## config.mk

```make
export PLATFORM = sky130hd
export DESIGN_NAME = sl_wb_reg_slave
export DESIGN_NICKNAME = d
export VERILOG_FILES = /design/src/rtl/sl_wb_reg_slave.sv
export SDC_FILE = /design/constraint.sdc
export NUM_CORES = 1
export LEC_CHECK = 0
export BUFFER_PORTS_ARGS = -buffer_cell sky130_fd_sc_hd__clkbuf_2
export CAP_MARGIN = 20
export CORE_ASPECT_RATIO = 0.8
export CORE_MARGIN = 2
export CORE_UTILIZATION = 54
export CTS_BUF_LIST = sky130_fd_sc_hd__clkbuf_16
export DETAILED_ROUTE_END_ITERATION = 10
export PLACE_DENSITY = 0.83
export REMOVE_ABC_BUFFERS = 1
export SETUP_SLACK_MARGIN = 0.2
export SLEW_MARGIN = 20
export SYNTH_ARGS = -nofsm -noshare
export SYNTH_HDL_FRONTEND = slang
export SYNTH_SLANG_ARGS = --single-unit
```

## constraint.sdc

```tcl
create_clock -name clk -period 1.9 [get_ports clk]
set_input_delay 0.38 -clock clk [delete_from_list [all_inputs] [get_ports clk]]
set_output_delay 0.38 -clock clk [all_outputs]
set_load 0.005 [all_outputs]
```

## src/rtl/sl_wb_reg_slave.sv

```systemverilog
// sl_wb_reg_slave: Wishbone classic single-access register slave.
//
// A bank of NUM_REGS 32-bit registers. Register 0 is a read-only ID word
// (ID_VALUE); registers 1..NUM_REGS-1 are read/write with byte enables.
// Every access is answered after WAIT_CYCLES wait states with a one-cycle
// ACK pulse, or with an ERR pulse when the word index is not mapped.
//
// Ports:
//   clk       in   clock, rising edge
//   rst_n     in   asynchronous active-low reset
//   wb_cyc_i  in   bus cycle in progress
//   wb_stb_i  in   strobe; an access needs cyc & stb
//   wb_we_i   in   1 = write, 0 = read
//   wb_adr_i  in   byte address; word index = wb_adr_i[9:2]
//   wb_sel_i  in   write byte enables
//   wb_dat_i  in   write data
//   wb_dat_o  out  read data, non-zero only alongside wb_ack_o
//   wb_ack_o  out  normal termination pulse
//   wb_err_o  out  error termination pulse (unmapped index)

module sl_wb_reg_slave #(
    parameter int unsigned NUM_REGS    = 8,
    parameter int unsigned WAIT_CYCLES = 0,
    parameter logic [31:0] ID_VALUE    = 32'h5E1E_0001
) (
    input  logic        clk,
    input  logic        rst_n,
    input  logic        wb_cyc_i,
    input  logic        wb_stb_i,
    input  logic        wb_we_i,
    input  logic [31:0] wb_adr_i,
    input  logic [3:0]  wb_sel_i,
    input  logic [31:0] wb_dat_i,
    output logic [31:0] wb_dat_o,
    output logic        wb_ack_o,
    output logic        wb_err_o
);

    // Counter holds at most WAIT_CYCLES-1, so it never wraps.
    localparam int unsigned CntW = (WAIT_CYCLES > 1) ? $clog2(WAIT_CYCLES) : 1;

    typedef enum logic [1:0] {
        StIdle,
        StWait,
        StResp
    } state_e;

    state_e          state_q, state_d;
    logic [CntW-1:0] cnt_q, cnt_d;

    logic        req;
    logic [7:0]  idx;
    logic        hit;
    logic        go_resp;
    logic        wr_en;
    logic [31:0] rd_data;

    logic        ack_d, err_d;
    logic [31:0] dat_d;

    logic [31:0] regs_q [1:NUM_REGS-1];

    logic unused_adr;
    assign unused_adr = ^{wb_adr_i[31:10], wb_adr_i[1:0]};

    assign req = wb_cyc_i & wb_stb_i;
    assign idx = wb_adr_i[9:2];
    assign hit = ({1'b0, idx} < 9'(NUM_REGS));

    // Next-state logic. go_resp marks the edge that enters RESP: decode and
    // commit happen there, and only if the request is still present.
    always_comb begin
        state_d = state_q;
        cnt_d   = cnt_q;
        go_resp = 1'b0;
        unique case (state_q)
            StIdle: begin
                if (req) begin
                    if (WAIT_CYCLES == 0) begin
                        state_d = StResp;
                        go_resp = 1'b1;
                    end else begin
                        state_d = StWait;
                        cnt_d   = CntW'(WAIT_CYCLES - 1);
                    end
                end
            end
            StWait: begin
                if (!req) begin
                    // Master withdrew: abort silently.
                    state_d = StIdle;
                    cnt_d   = '0;
                end else if (cnt_q == '0) begin
                    state_d = StResp;
                    go_resp = 1'b1;
                end else begin
                    cnt_d = cnt_q - CntW'(1);
                end
            end
            StResp: begin
                state_d = StIdle;
            end
            default: begin
                state_d = StIdle;
                cnt_d   = '0;
            end
        endcase
    end

    // Read mux; index 0 and unmatched indices fall back to the ID word,
    // unmapped reads are masked to zero below.
    always_comb begin
        rd_data = ID_VALUE;
        for (int unsigned i = 1; i < NUM_REGS; i++) begin
            if (idx == 8'(i)) begin
                rd_data = regs_q[i];
            end
        end
    end

    assign wr_en = go_resp & hit & wb_we_i;

    always_comb begin
        ack_d = go_resp & hit;
        err_d = go_resp & ~hit;
        dat_d = (go_resp & hit & ~wb_we_i) ? rd_data : 32'h0;
    end

    always_ff @(posedge clk or negedge rst_n) begin
        if (!rst_n) begin
            state_q  <= StIdle;
            cnt_q    <= '0;
            wb_ack_o <= 1'b0;
            wb_err_o <= 1'b0;
            wb_dat_o <= 32'h0;
        end else begin
            state_q  <= state_d;
            cnt_q    <= cnt_d;
            wb_ack_o <= ack_d;
            wb_err_o <= err_d;
            wb_dat_o <= dat_d;
        end
    end

    // Index 0 has no storage, so writes to it drop out naturally.
    always_ff @(posedge clk or negedge rst_n) begin
        if (!rst_n) begin
            for (int unsigned i = 1; i < NUM_REGS; i++) begin
                regs_q[i] <= 32'h0;
            end
        end else if (wr_en) begin
            for (int unsigned i = 1; i < NUM_REGS; i++) begin
                if (idx == 8'(i)) begin
                    for (int b = 0; b < 4; b++) begin
                        if (wb_sel_i[b]) begin
                            regs_q[i][8*b +: 8] <= wb_dat_i[8*b +: 8];
                        end
                    end
                end
            end
        end
    end

endmodule

```

==> out/qor.csv <==
stage,metric,value,unit
cells_and_area,final_nets,1043,
floorplanning,fp.dieArea,0.0223,mm²
run_status,outcome,finished clean,
placement,gp_congestion,0.778,
timing,setup_viol,0,
power,internal-power,8320,µW
floorplanning,start_util,55.1,%
drt,wl_per_cell,23.2,µm
critical_path,startpoint_type,flip-flop,
cells_and_area,n_fill_cell,1297,
logic_synthesis,synth_seq_area_share,56.8,%
critical_path,endpoint_kind,flip-flop,
logic_synthesis,synth-seq-cells,259,
logic_synthesis,synthTopCellsByArea,"dfrtp_1 57%, mux2_2 24%, mux4_2 3.0%",
power,pwr-share-seq,51.1,%
logic_synthesis,yosysTopAreaCellShare,56.8,%
clocking,cts-buffers-inserted,25,
global_routing,grt_pass1_vias,7789,
timing,grt_setup_unrepaired,yes,
clocking,clk_pin_slew,0.07,ns
clocking,root_buffer,clkbuf_16,
logic_synthesis,synth_edf_count,0,
logic_synthesis,yosys.area.top_type,dfrtp_1,
worst_hold_path,min_path_cells,2,
drt,ant_nets,0,
logic_synthesis,synth_cell_type_count,45,
placement,io_buffer_count,82,
timing,max_freq,566,MHz
drt,met3_length,1680,µm
logic_synthesis,synth_top_flop_cell,dfrtp_1,
critical_path,cp.required,2.30,ns
floorplanning,rows,47,
global_routing,antenna_found_initial,1,
global_routing,track_usage,23.8,%
drt,highest_layer,met4,
cells_and_area,register_area,0.00648,mm²
logic_synthesis,syn_inst,805,
timing,skew,0.0111,ns
timing,hold_viol,0,
clocking,cts_tree,yes,
timing,slew_viol_final,0,
critical_path,critical_path_class,reg2reg,
drt,drt_first_iter_violations,621,
drt,drc,0,
cells_and_area,final_common_cell,dfrtp_1,
clocking,h-tree-depth,1,
cells_and_area,multi_input_area,0.00559,mm²
logic_synthesis,syn-mean-instance-area,14.2,µm²
worst_hold_path,min_path_type,in2reg,
critical_path,cp.arrival,2.17,ns
clocking,cts.sinks,259,
global_routing,grt-ovfl-total,0,
drt,via_count,7649,
global_routing,grt_pass1_wl,42400,µm
timing,min_period,1.77,ns
logic_synthesis,ys_warn_count,0,
critical_path,rr_worst_depth,5,
placement,hpwl,17000,µm
power,clockPowerShare,42.4,%
timing,hold_ws,0.196,ns
drt,m1WireLength,12700,µm
timing,finalCritPeriodShare,93.0,%
drt,first_pass_iters,5,
floorplanning,dieHeight,134,µm
clocking,clockBufferDepth,3,
floorplanning,die_w,166,µm
timing,tightest_slew,0.435,ns
power,comb_power_share,6.5,%
drt,wirelength,29100,µm
cells_and_area,final_layout_size_suffix_gt1_share,52.1,%
power,p_leak,0.00707,µW
job,maxCapViolations,0,
cells_and_area,mostFrequentLayoutCells,"259 x dfrtp_1, 178 x mux2_4, 78 x clkbuf_2",
global_routing,grt_start_max_net_pins,53,
timing,fin_setup_tns,0,ns
power,peakVddDrop,0.730,mV
cells_and_area,areaGrowthSynthToFinish,29.4,%
logic_synthesis,async_reset_ff_share,100,%
timing,relSlewSlack,71.0,%
logic_synthesis,syn-cell-area,0.0114,mm²
critical_path,crit_fanout,4,
power,p_sw,2580,µW
power,swShare,23.7,%
clocking,clk_latency,0.52,ns
floorplanning,core-area,0.0207,mm²
power,powerDensity,739,mW/mm²
drt,wl_met2,14100,µm
drt,drt-vias-per-instance,6.09,
floorplanning,io-pin-count,107,
[worst paths after layout]
path | startpoint | endpoint | slack, ns
max in group asynchronous | rst_n | regs_q[168]$_DFFE_PN0P_ | 0.91
worst max-delay path | state_q[1]$_DFFE_PN0P_ | regs_q[97]$_DFFE_PN0P_ | 0.13
worst max register to register | state_q[1]$_DFFE_PN0P_ | regs_q[97]$_DFFE_PN0P_ | 0.13
min in group asynchronous | rst_n | wb_dat_o[12]$_DFF_PN0_ | 0.35
worst min register to register | regs_q[124]$_DFFE_PN0P_ | regs_q[124]$_DFFE_PN0P_ | 0.50
worst min-delay path | wb_dat_i[30] | regs_q[158]$_DFFE_PN0P_ | 0.20
[worst max-delay path, cell delays in order (launching register included)]
cell,delay [ns]
dfrtp_1,0.37
and4bb_2,0.33
and4b_2,0.36
nand2b_1,0.13
buf_4,0.18
mux2_2,0.28
[flip-flops by register name, summed over array words and instances, names as in the netlist]
| register | flops |
|---|---|
| wb_ack_o | 1 |
| regs_q | 224 |
| wb_err_o | 1 |
| state_q | 1 |
| wb_dat_o | 32 |
[Yosys cell counts, drive strengths merged, types with 3 or more instances]
cell type,count
nand4,8
a221oi,25
nand2b,12
dfrtp,259
o21ai,16
mux2i,21
nor2b,8
a31oi,3
nand2,22
nor2,33
a22oi,3
inv,12
a311oi,8
mux4,15
clkbuf,31
a21oi,20
buf,9
nor3,9
o221ai,8
a211oi,10
o31ai,3
mux2,246
nand3,4
[logic make-up after synthesis]
logic type,synth area share [%]
AOI/OAI and AO/OA,6.61
buffers and inverters,1.84
DFF,56.8
muxes,29.1
and+or+nand+nor,5.64
[power groups by stage]
stage / combinational [µW] / clock (µW) / sequential [µW]
2_1_floorplan: 187 / 0 / 5670
3_3_place_gp: 629 / 0 / 5670
3_5_place_dp: 645 / 0 / 5670
4_1_cts: 658 / 4660 / 5570
5_1_grt: 777 / 4890 / 5570
6_report: 714 / 4620 / 5570
[repair_timing]
action,in CTS,in global routing
setup endpoints to repair,186,234
resized for setup,28,228
gates cloned,0,1
setup buffers,0,2
hold buffers,1,0
pin swaps,0,27
endpoints found under the hold margin,34,0
[per-layer routing]
layer | vias up | global-route usage (%)
li1 | 3328 | -
met1 | 4036 | 33.2
met2 | 235 | 39.3
met3 | 50 | 4.16
met4 | 0 | 6.03
met5 | - | 0
[per-stage QoR]
step / instance area [µm²] / util (%) / setup WS (ns) / std cells / total power, µW
2_1_floorplan: 11200 / - / -0.872 / 765 / 5850
4_1_cts: 13800 / 66.8 / 0.175 / 1253 / 10900
6_report: 14800 / 71.3 / 0.134 / 1257 / 10900
3_3_place_gp: 13000 / 62.6 / -0.213 / 1208 / 6300
3_5_place_dp: 13000 / 62.6 / -0.170 / 1208 / 6310
5_1_grt: 14800 / 71.3 / 0.0846 / 1256 / 11200
[layout make-up]
class / count / area share (%)
flip-flops and latches: 259 / 43.9
multi-input cells: 494 / 37.8
repair buffers: 178 / 10.7
clock buffers: 25 / 4.24
well taps: 269 / 2.28
clock inverters: 19 / 0.771
inverters: 12 / 0.305
diodes: 1 / 0.0170
Note: power is estimated with default switching activity, not from simulation.
